**config.mk**
```make
export PLATFORM = sky130hd
export DESIGN_NAME = image_xy_crop_win
export DESIGN_NICKNAME = d
export VERILOG_FILES = /design/src/rtl/image_crop_pkg.sv /design/src/rtl/image_xy_crop_win_cfg.sv /design/src/rtl/image_xy_crop_win.sv
export SDC_FILE = /design/constraint.sdc
export NUM_CORES = 1
export LEC_CHECK = 0
export CORE_ASPECT_RATIO = 1.75
export CORE_MARGIN = 8
export CORE_UTILIZATION = 55
export DETAILED_ROUTE_END_ITERATION = 8
export HOLD_SLACK_MARGIN = 0.05
export PLACE_DENSITY = 0.78
export SLEW_MARGIN = 20
export SYNTH_ARGS = -nofsm -noshare
export SYNTH_HDL_FRONTEND = slang
export SYNTH_SLANG_ARGS = --single-unit
export TNS_END_PERCENT = 10
```
**constraint.sdc**
```tcl
create_clock -name clk -period 2.8 [get_ports clk]
set_input_delay 0.56 -clock clk [delete_from_list [all_inputs] [get_ports clk]]
set_output_delay 0.56 -clock clk [all_outputs]
set_load 0.05 [all_outputs]
```
**src/rtl/image_crop_pkg.sv**
```systemverilog
// Shared types and constants for the image_xy_crop_win crop block.
// Config struct widths follow the package counter widths.
package image_crop_pkg;

  localparam int H_W     = 12;
  localparam int V_W     = 12;
  localparam int DECIM_W = 2;

  typedef struct packed {
    logic [H_W-1:0]     x_start;
    logic [H_W-1:0]     x_end;
    logic [V_W-1:0]     y_start;
    logic [V_W-1:0]     y_end;
    logic [DECIM_W-1:0] x_decim;
    logic [DECIM_W-1:0] y_decim;
  } crop_cfg_t;

  localparam crop_cfg_t CROP_CFG_DEFAULT = '{
    x_start: '0,
    x_end:   '1,
    y_start: '0,
    y_end:   '1,
    x_decim: '0,
    y_decim: '0
  };

  // Offset from window start is a multiple of 2^n (n <= 3).
  function automatic logic decim_hit(
    input logic [3:0]         low,
    input logic [DECIM_W-1:0] n
  );
    logic [3:0] mask;
    mask = (4'd1 << n) - 4'd1;
    return (low & mask) == 4'd0;
  endfunction

endpackage

```
**src/rtl/image_xy_crop_win_cfg.sv**
```systemverilog
// crop_cfg_shadow: validates cfg writes, holds the pending copy and
// moves it to the active copy at frame start.
module crop_cfg_shadow
  import image_crop_pkg::*;
(
  input  logic      clk,
  input  logic      rst_n,
  input  crop_cfg_t cfg_i,
  input  logic      cfg_update_i,
  input  logic      frame_start_i,
  output crop_cfg_t active_o,
  output logic      cfg_pending_o,
  output logic      cfg_error_o
);

  crop_cfg_t pend_q, pend_d;
  crop_cfg_t act_q, act_d;
  logic      pnd_q, pnd_d;
  logic      err_q, err_d;
  logic      ok;

  always_comb begin
    ok = (cfg_i.x_end > cfg_i.x_start) &&
         (cfg_i.y_end > cfg_i.y_start);
    pend_d = pend_q;
    act_d  = act_q;
    pnd_d  = pnd_q;
    err_d  = err_q;
    if (frame_start_i && pnd_q) begin
      act_d = pend_q;
      pnd_d = 1'b0;
    end
    // A write on the apply cycle queues for the following frame.
    if (cfg_update_i) begin
      if (ok) begin
        pend_d = cfg_i;
        pnd_d  = 1'b1;
        err_d  = 1'b0;
      end else begin
        err_d = 1'b1;
      end
    end
  end

  always_ff @(posedge clk or negedge rst_n) begin
    if (!rst_n) begin
      pend_q <= CROP_CFG_DEFAULT;
      act_q  <= CROP_CFG_DEFAULT;
      pnd_q  <= 1'b0;
      err_q  <= 1'b0;
    end else begin
      pend_q <= pend_d;
      act_q  <= act_d;
      pnd_q  <= pnd_d;
      err_q  <= err_d;
    end
  end

  assign active_o      = act_q;
  assign cfg_pending_o = pnd_q;
  assign cfg_error_o   = err_q;

endmodule

```
**src/rtl/image_xy_crop_win.sv**
```systemverilog
// Runtime X/Y crop with decimation and shadowed config.
// Optional IMAGE_CROP_STATS_EN adds per-frame output size stats.
module image_xy_crop_win
  import image_crop_pkg::*;
#(
  parameter int PIXEL_DATA_WIDTH = 8,
  parameter int CHANNELS         = 3,
  parameter int H_COUNTER_WIDTH  = H_W,
  parameter int V_COUNTER_WIDTH  = V_W
) (
  input  logic                               clk,
  input  logic                               rst_n,
  input  logic [H_COUNTER_WIDTH-1:0]         cfg_x_start,
  input  logic [H_COUNTER_WIDTH-1:0]         cfg_x_end,
  input  logic [V_COUNTER_WIDTH-1:0]         cfg_y_start,
  input  logic [V_COUNTER_WIDTH-1:0]         cfg_y_end,
  input  logic [DECIM_W-1:0]                 cfg_x_decim,
  input  logic [DECIM_W-1:0]                 cfg_y_decim,
  input  logic                               cfg_update,
  output logic                               cfg_pending,
  output logic                               cfg_error,
  input  logic                               image_in_vsync,
  input  logic                               image_in_href,
  input  logic                               image_in_de,
  input  logic [CHANNELS*PIXEL_DATA_WIDTH-1:0] image_in_data,
  output logic                               image_out_vsync,
  output logic                               image_out_href,
  output logic                               image_out_de,
  output logic [CHANNELS*PIXEL_DATA_WIDTH-1:0] image_out_data,
  output logic                               frame_done
`ifdef IMAGE_CROP_STATS_EN
  ,
  output logic [H_COUNTER_WIDTH-1:0]         stat_width,
  output logic [V_COUNTER_WIDTH-1:0]         stat_height
`endif
);

  localparam int DW = CHANNELS*PIXEL_DATA_WIDTH;

  crop_cfg_t cfg_in;
  crop_cfg_t act;

  logic          vprev_q, hprev_q, armed_q, seen_q;
  logic [H_W-1:0] xpos_q, xpos_d;
  logic [V_W-1:0] ypos_q, ypos_d;
  logic          vs_q, href_q, de_q, fd_q;
  logic [DW-1:0] data_q;

  logic          rise, fall, armed_nx;
  logic          in_x, x_keep, y_keep;
  logic          href_d, de_d, fd_d;
  logic [3:0]    xlow, ylow;

  assign cfg_in = '{
    x_start: cfg_x_start,
    x_end:   cfg_x_end,
    y_start: cfg_y_start,
    y_end:   cfg_y_end,
    x_decim: cfg_x_decim,
    y_decim: cfg_y_decim
  };

  crop_cfg_shadow u_shadow (
    .clk           (clk),
    .rst_n         (rst_n),
    .cfg_i         (cfg_in),
    .cfg_update_i  (cfg_update),
    .frame_start_i (rise),
    .active_o      (act),
    .cfg_pending_o (cfg_pending),
    .cfg_error_o   (cfg_error)
  );

  // vprev resets high so a frame already open at reset is not a rise.
  always_comb begin
    rise     = image_in_vsync & ~vprev_q;
    fall     = ~image_in_vsync & vprev_q;
    armed_nx = armed_q | rise;

    xpos_d = xpos_q;
    if (!image_in_href)
      xpos_d = '0;
    else if (image_in_de && xpos_q != '1)
      xpos_d = xpos_q + 1'b1;

    ypos_d = ypos_q;
    if (!image_in_vsync)
      ypos_d = '0;
    else if (hprev_q && !image_in_href && ypos_q != '1)
      ypos_d = ypos_q + 1'b1;

    xlow   = xpos_q[3:0] - act.x_start[3:0];
    ylow   = ypos_q[3:0] - act.y_start[3:0];
    in_x   = (xpos_q >= act.x_start) && (xpos_q < act.x_end);
    x_keep = in_x && decim_hit(xlow, act.x_decim);
    y_keep = (ypos_q >= act.y_start) && (ypos_q < act.y_end) &&
             decim_hit(ylow, act.y_decim);

    href_d = armed_nx & image_in_href & y_keep & in_x;
    de_d   = href_d & image_in_de & x_keep;
    fd_d   = fall & armed_q & (seen_q | de_q);
  end

  always_ff @(posedge clk or negedge rst_n) begin
    if (!rst_n) begin
      vprev_q <= 1'b1;
      hprev_q <= 1'b0;
      armed_q <= 1'b0;
      seen_q  <= 1'b0;
      xpos_q  <= '0;
      ypos_q  <= '0;
      vs_q    <= 1'b0;
      href_q  <= 1'b0;
      de_q    <= 1'b0;
      fd_q    <= 1'b0;
      data_q  <= '0;
    end else begin
      vprev_q <= image_in_vsync;
      hprev_q <= image_in_href;
      armed_q <= armed_nx;
      if (rise)
        seen_q <= 1'b0;
      else if (de_q)
        seen_q <= 1'b1;
      xpos_q  <= xpos_d;
      ypos_q  <= ypos_d;
      vs_q    <= image_in_vsync & armed_nx;
      href_q  <= href_d;
      de_q    <= de_d;
      fd_q    <= fd_d;
      data_q  <= armed_nx ? image_in_data : '0;
    end
  end

  assign image_out_vsync = vs_q;
  assign image_out_href  = href_q;
  assign image_out_de    = de_q;
  assign image_out_data  = data_q;
  assign frame_done      = fd_q;

`ifdef IMAGE_CROP_STATS_EN
  logic [H_W-1:0] cur_w_q, max_w_q, w_now, mx_d;
  logic [V_W-1:0] lines_q, lines_d;
  logic [H_COUNTER_WIDTH-1:0] st_w_q;
  logic [V_COUNTER_WIDTH-1:0] st_h_q;
  logic           line_end;

  // A cropped line closes when the registered href is about to drop.
  always_comb begin
    line_end = href_q & ~href_d;
    w_now    = cur_w_q + H_W'(de_q);
    mx_d     = max_w_q;
    lines_d  = lines_q;
    if (line_end) begin
      if (w_now > max_w_q)
        mx_d = w_now;
      if (w_now != '0)
        lines_d = lines_q + 1'b1;
    end
  end

  always_ff @(posedge clk or negedge rst_n) begin
    if (!rst_n) begin
      cur_w_q <= '0;
      max_w_q <= '0;
      lines_q <= '0;
      st_w_q  <= '0;
      st_h_q  <= '0;
    end else begin
      if (rise) begin
        cur_w_q <= '0;
        max_w_q <= '0;
        lines_q <= '0;
      end else begin
        cur_w_q <= line_end ? '0 : w_now;
        max_w_q <= mx_d;
        lines_q <= lines_d;
      end
      if (fd_d) begin
        st_w_q <= mx_d;
        st_h_q <= lines_d;
      end
    end
  end

  assign stat_width  = st_w_q;
  assign stat_height = st_h_q;
`endif

endmodule

```
======== Word level (Yosys, flattened, before mapping) ========
Index checks and enable logic that the tools add are counted.
Widths: inputs -> output; s select.
word-level totals
  bits in read-only memories .............. 0
  bits in registers ....................... 162
  bits in latches ......................... 0
  bits in writable memories ............... 0
  logic and storage cells ................. 84
  output and inout bits ................... 30
  memories kept ........................... 0
operators by class
  $add $sub $neg .......................... 6
  bitwise operators ....................... 16
  equality and inequality tests ........... 4
  divide/modulo/power cells ............... 0
  reductions and logical operators ........ 14
  shift-type cells ........................ 2
  multiply operators ...................... 0
  multiplexer cells ....................... 11
  magnitude comparators ................... 6
operators by type and width
  operator               number
  $mux 12                4
  $add 12x1->12 const B  2
  $ge 12x12->1           2
  $gt 12x12->1           2
  $lt 12x12->1           2
  $mux 24                1
  $ne 12x12->1 const B   2
  $and 1x1->1            10
  $logic_and 1x1->1      9
  $and 4x4->4            2
  $logic_not 4->1        2
  $shl 1x2->4 const A    2
  $sub 4x1->4 const B    2
  $sub 4x4->4            2
  $mux 1                 6
  $ne 2x1->1 const B     2
  $not 1->1              2
  $or 1x1->1             2
  $reduce_and 2->1       1
  $reduce_bool 2->1      1
  $logic_not 1->1        1

======== Longest topological paths before layout ========
Gate-level depths: netlist of the first run.
  word-level depth ........................ 9
  gate-level depth with buffers ........... 10
  mapped depth without buffers ............ 9

======== By module ========
Synthesis of the first run repeated with hierarchy kept, for this count alone.
unflattened totals
  cells, all modules ...................... 681
  area, all modules ....................... 8368.0 um^2
by module, submodules not included
  module             times used  sequential area each (um^2)  cells an instance  area each (um^2)
  crop_cfg_shadow    1           2712.6                       312                4829.6
  image_xy_crop_win  1           1402.6                       369                3538.4

======== Worst setup path before layout of the first run ========
No wires, ideal clock.
  path kind ............................... input to register
  from .................................... in cfg_y_start[9]
  to ...................................... reg u_shadow.pend_q[16] in the netlist's numbering
  setup slack ............................. 341 ps
  setup time .............................. 125 ps
  arrival ................................. 2334 ps
  stages .................................. 9
  path buffers ............................ 2
  cell sequence ........................... inv_1 -> ha_1 -> a21o_1 -> a21o_1 -> a2111oi_1 -> a311o_2 -> buf_6 -> buf_12 -> mux2_4
between the ends
  word-level cells in the longest chain between the ends .. 3
RTL lines
  element                     RTL line                     text
  start, declared             image_xy_crop_win.sv:15      input logic [V_COUNTER_WIDTH-1:0] cfg_y_start,
  $gt 12x12->1                image_xy_crop_win_cfg.sv:24  (cfg_i.y_end > cfg_i.y_start);
  $logic_and 1x1->1           image_xy_crop_win_cfg.sv:23  ok = (cfg_i.x_end > cfg_i.x_start) &&
  $reduce_and 2->1 (no line)  -
  end signal, assigned        image_xy_crop_win_cfg.sv:52  pend_q <= pend_d;
  end, declared               image_xy_crop_win_cfg.sv:16  crop_cfg_t pend_q, pend_d;
Every way passes these cells.
A chain may end at the register's enable or synchronous reset.

======== Final worst setup path of the first run ========
  from .................................... in cfg_y_start[9]
  to ...................................... reg u_shadow.pend_q[3] in the netlist's numbering
Same word-level chain as after synthesis.

==> metrics, run 1 <==
status=finished clean; EDFF count, synth=0; H-tree depth=4; multi-input logic area=roughly 3700 um2; most frequent cells in the layout=dfrtp_1, clkdlybuf4s50_1, inv_1; via count=approximately 5700; die width=about 110 um; DR WL/cell=18.19 um; achievable frequency=around 360 MHz; slowest library cell on the worst path=clkdlybuf4s50_1; Fin. Hold Viols=0; CP Class=in2reg; commonest non-fill, non-tap cell in the layout=dfrtp_1; total routed wirelength=between 15000 and 20000 um; post-synthesis adder-cell area fraction=0.1139; unrepaired setup endpoints after global routing=yes; Slew HR=0.4675; DRT Pass-1 Iters=6; Die H=about 180 um; Least-Margin Pin Slew=slightly below 0.8 ns; Compound-Gate Fraction of Synth Area=0.06317; Inserted Clock Buffers=17; Sw Share=0.2983; Residual DRC=0; CTS tree=yes; Core Area=roughly 15000 um2; WP data arrival=approximately 3 ns; area of the die=19350 um2; Comb pwr share=0.263; Yosys reg bits=about 160; share of cells above drive strength 1=0.3012; Global Route Usage Sum=0.2032; GRT overflow=0; CP Launch Type=primary input; Syn-to-layout area delta=28.74%; Max IR drop VDD=0.4659 mV; Setup Viol. Count Final=0; initial antenna violation count=0; pin count of the biggest net entering global routing=66; Post-DP HPWL=between 10000 and 15000 um; FF/Latch Area=4115 um2; combinational family with the most area after synthesis=multiplexers; first-pass GRT wire length=30500 um; Clk pin slew, worst setup/hold paths=roughly 0.070 ns; XOR/XNOR share of the synthesized area=0.02015; Gate Count Post-Synth=approximately 670; CP Max Fanout=13; post-synthesis mux area share=0.1636; drt initial violations=between 200 and 250; row count=59; Worst Hold Slack=0.1180 ns; FILL cells=1051; delay-heaviest family, CP=buffers and inverters; mean post-synth cell area=about 12 um2; Cell Area, Synth=between 8000 and 9000 um2; Post-synth top flop=dfrtp_1; Flop pwr share=0.448; synthesized net count=~830; Final Max Slew Viols=0; post-layout util=0.7202; Max stage delay on crit path=~0.47 ns; number of maximum-capacitance violations=0; Max Clock Skew=approximately 0.0081 ns; n_diodes=0; crit-path cells=clkdlybuf4s50_1, inv_1, ha_1, a21o_1, a21o_1, a2111oi_2, buf_4, a311o_2, buf_12, buf_12, mux2_2; Hold Path Class=in2async; Sink Count=162; Port Buffer Count=between 100 and 150; CTS root buf=clkbuf_16; sequential share of the synthesized area=0.4983; post-synth cell types=49; Final Cycle Share=0.9942; share of async-settable or async-resettable flops after synthesis=1.000; Min Clock Period, post-route=roughly 2.8 ns; Ys Warns=0; Buf+Inv Stages, Crit Path=5; gp weighted congestion=approximately 0.85; Int Power=~5.7 mW; Vias per Instance=between 5 and 6; NetSw=between 2 and 2.5 mW; WP data required=roughly 3.1 ns; nets@finish=between 1000 and 1500; clock buffer depth=2; remaining antenna violation count=0; simple-gate share of the synthesized area=0.08696; Initial Utilization=0.5594; clock power share=0.289; number of top-level pins=between 100 and 150; clk_lat worst skew=roughly 0.42 ns; Static Leak=5.173 nW; vias in the first global route=between 6000 and 7000; Worst Setup End Kind=flop; total power=8.161 mW; Pwr Density=between 700 and 800 nW/um2
-- worst register-to-register path: cells and delay by family (launching register included) --
family / cells / cell delay [ns]
buffers and inverters: 2 / 0.27
AND/OR/NAND/NOR: 1 / 0.12
AO/OA/AOI/OAI: 5 / 1.12
flip-flops: 1 / 0.43
adder cells (fa/ha/maj): 2 / 0.59
-- what timing repair did --
action | CTS | global route
resized for setup | 3 | 1
gates cloned | 0 | 2
setup buffers | 0 | 3
setup endpoints to repair | 4 | 15
pin swaps | 0 | 2
hold buffers | 0 | 0
-- cells by family (layout without fill, tap and decap cells) --
logic type,count (synthesis),in the layout
flip-flops,162,162
AND/OR/NAND/NOR,141,141
multiplexers,104,104
buffers and inverters,95,284
AO/OA/AOI/OAI,76,76
adder cells (fa/ha/maj),74,74
XOR/XNOR,19,19
-- routing by layer --
metal	GRT usage	up-vias	part of all wire
li1	-	2665	-
met5	0	-	0
met2	0.3878	144	0.58
met1	0.1962	2828	0.34
met4	0.1159	0	0.045
met3	0.03437	64	0.028
-- synthesized netlist by cell type (6+ instances only) --
master	number	share of area
and3_1	6	0.0045
xnor2_1	13	0.014
nand2_1	30	0.014
nor3_1	6	0.0036
inv_1	80	0.036
nor2_1	31	0.014
ha_1	72	0.11
nand3_1	14	0.0085
mux2_2	56	0.076
xor2_1	6	0.0064
mux2_4	48	0.087
a21oi_1	28	0.017
o21ai_0	8	0.0048
a21o_1	13	0.012
nand4_1	17	0.013
nor2b_1	26	0.020
dfstp_2	49	0.16
dfrtp_1	113	0.34
-- worst paths after layout --
check                          startpoint                   end  slack [ns]  cells past startpoint
min reg2reg                       vprev_q            frame_done        0.49                      2
min                                 rst_n  u_shadow.cfg_error_o        0.12                      1
max in group asynchronous           rst_n               vprev_q        1.85                      2
max                        cfg_y_start[9]    u_shadow.pend_q[3]        0.02                     11
max reg2reg                     xpos_q[0]          image_out_de        0.15                     10
min in group clk                  vprev_q            frame_done        0.49                      2
-- per-stage QoR --
step,cell area (um2),TNS [ns],cells,setup WS (ns)
6_report,10630,0,1043,0.01626
5_1_grt,10630,-1.442,1043,-0.05310
4_1_cts,10540,0,1038,0.03295
3_5_place_dp,9916,-19.90,1006,-0.4505
3_3_place_gp,9916,-18.40,1006,-0.4193
2_1_floorplan,8259,0,671,0.3412
-- flip-flops by register name (all words and copies together) (netlist names), 12 cells and up --
name               flops
xpos_q                12
ypos_q                12
u_shadow.pend_q       52
image_out_data        24
u_shadow.active_o     52
-- power by group through the flow --
stage,clock (mW),combinational [mW],sequential [mW]
2_1_floorplan,0,1.45,3.59
3_3_place_gp,0,1.98,3.66
3_5_place_dp,0,2.10,3.69
4_1_cts,2.40,2.14,3.66
5_1_grt,2.50,2.38,3.74
6_report,2.35,2.15,3.66
-- cell type report --
cell class,count,area share
Inverter,80,0.02824
Clock inverter,15,0.01765
Timing Repair Buffer,172,0.1557
Multi-Input combinational cell,414,0.3498
Clock buffer,17,0.04001
Tap cell,183,0.02153
Sequential cell,162,0.3870
Note: power is estimated with default switching activity, not from simulation.
==> run 2: changes to the inputs <==
REMOVE_ABC_BUFFERS = 1   (was unset)
==> metrics, run 2 (synthesis results as in run 1) <==
Final Max Slew Viols=0 (unchanged); Static Leak=5.247 nW (was 5.173 nW); clock buffer depth=2 (unchanged); Core Area=14760 um2 (unchanged); n_diodes=0 (unchanged); pin count of the biggest net entering global routing=71 (was 66); vias in the first global route=6729 (was 6370); Post-DP HPWL=14650 um (was 14270 um); Min Clock Period, post-route=2.805 ns (was 2.784 ns); Setup Viol. Count Final=1 (was 0); Vias per Instance=5.490 (was 5.466); Port Buffer Count=111 (unchanged); post-layout util=0.7341 (was 0.7202); Max Clock Skew=0.01032 ns (was 0.008073 ns); area of the die=19350 um2 (unchanged); failing checks=negative setup slack; Max stage delay on crit path=0.47 ns (about the same); crit-path cells=clkdlybuf4s50_1, ha_4, nand4_1, buf_4, a211oi_2, buf_4, a2111oi_4, a311o_2, buf_4, buf_12, buf_16, mux2_4 (was clkdlybuf4s50_1, inv_1, ha_1, a21o_1, a21o_1, a2111oi_2, buf_4, a311o_2, buf_12, buf_12, mux2_2); Clk pin slew, worst setup/hold paths=0.07 ns (about the same); clk_lat worst skew=0.43 ns (was 0.42 ns); Slew HR=0.5963 (was 0.4675); Residual DRC=0 (unchanged); H-tree depth=4 (unchanged); Fin. Hold Viols=0 (unchanged); gp weighted congestion=0.8825 (was 0.8509); Least-Margin Pin Slew=0.5902 ns (was 0.7884 ns); unrepaired setup endpoints after global routing=yes (unchanged); drt initial violations=191 (was 209); Syn-to-layout area delta=31.22% (was 28.74%); Global Route Usage Sum=0.2253 (was 0.2032); CTS tree=yes (unchanged); remaining antenna violation count=0 (unchanged); hold_buf cts=0 (unchanged); Die H=178.1 um (unchanged); CP Max Fanout=10 (was 13); WP data arrival=3.12 ns (was 3.09 ns); Final Cycle Share=1.002 (was 0.9942); die width=108.6 um (unchanged); number of maximum-capacitance violations=0 (unchanged); most frequent CP cell=buf_4; CTS root buf=clkbuf_16 (unchanged); Max IR drop VDD=0.4683 mV (was 0.4659 mV); CP Launch Type=primary input (unchanged); DR WL/cell=19.33 um (was 18.19 um); WP data required=3.12 ns (was 3.10 ns); total routed wirelength=20280 um (was 18970 um); row count=59 (unchanged); slowest library cell on the worst path=clkdlybuf4s50_1 (unchanged); Inserted Clock Buffers=17 (unchanged); initial antenna violation count=0 (unchanged); GRT overflow=0 (unchanged); via count=5759 (was 5701); first-pass GRT wire length=33560 um (was 30500 um); most frequent cells in the layout=dfrtp_1, clkdlybuf4s50_1, inv_1 (unchanged); Worst Setup Slack, final=-0.005391 ns (was 0.01626 ns); Pwr Density=771.9 nW/um2 (was 767.6 nW/um2); Initial Utilization=0.5594 (unchanged); Worst Setup End Kind=flop (unchanged); status=complete, but fails checks (was finished clean); number of top-level pins=112 (unchanged); nets@finish=1009 (was 1003); share of cells above drive strength 1=0.3176 (was 0.3012); DRT Pass-1 Iters=4 (was 6); achievable frequency=356.5 MHz (was 359.2 MHz); Sink Count=162 (unchanged); Hold Path Class=in2async (unchanged); CP Class=in2reg (unchanged); commonest non-fill, non-tap cell in the layout=dfrtp_1 (unchanged); total power=8.366 mW (was 8.161 mW)
-- run 2: cell type report --
class | count | area [um2]
well taps | 183 | 229.0
repair buffers | 178 | 1748
inverters | 80 | 300.3
fillers | 982 | 3926
multi-input cells | 414 | 3815
clock buffers | 18 | 439.2
flip-flops and latches | 162 | 4115
clock inverters | 14 | 191.4
-- run 2: worst max-delay path: cells and delay by family --
family          cells  cell delay, ns
simple gates        1            0.09
compound gates      3            0.67
fa+ha+maj           1            0.30
buf+inv             6            1.20
mux                 1            0.29
-- run 2: path summary, 6_finish.rpt --
path | start | cells after the start | slack [ns] | endpoint
min in group clk | u_shadow.active_o[2] | 1 | 0.48 | image_out_de
hold / removal | rst_n | 1 | 0.12 | u_shadow.active_o[47]
max in group asynchronous | rst_n | 2 | 1.88 | image_out_data[2]
setup / recovery | cfg_y_end[9] | 12 | -0.005 | u_shadow.pend_q[41]
hold reg to reg | u_shadow.active_o[2] | 1 | 0.48 | image_out_de
setup reg to reg | xpos_q[0] | 9 | 0.13 | image_out_de
-- run 2: layer usage --
layer	wire length (um)	up-vias	global-route usage
li1	-	2672	-
met1	6913	2892	0.2221
met2	11840	136	0.4234
met3	625	59	0.04740
met4	902	0	0.1182
met5	0	-	0
-- run 2: through the flow --
step                  TNS, ns  instance area [um2]  setup slack (ns)  std cells  hold slack (ns)
finish              -0.005391                10840         -0.005391       1049           0.1168
global route          -0.5217                10840          -0.06104       1049           0.1646
CTS                         0                10800           0.01567       1046           0.1402
detailed placement     -33.58                 9943           -0.7032       1008           0.4559
global placement       -29.30                 9943           -0.6167       1008           0.4635
floorplan              -18.73                 8114           -0.4362        656           0.2644
-- run 2: timing repair --
action | 4_1_cts | 5_1_grt
pin swaps | 8 | 2
resized for setup | 24 | 1
endpoints found under the setup margin | 53 | 16
cloned | 3 | 0
setup buffers | 3 | 3
hold endpoints to repair | 0 | 0
-- run 2: report_power, final --
group	switching, mW	internal, mW	total (mW)
clock network	1.02	1.46	2.48
registers	0.418	3.23	3.65
logic	0.990	1.25	2.24
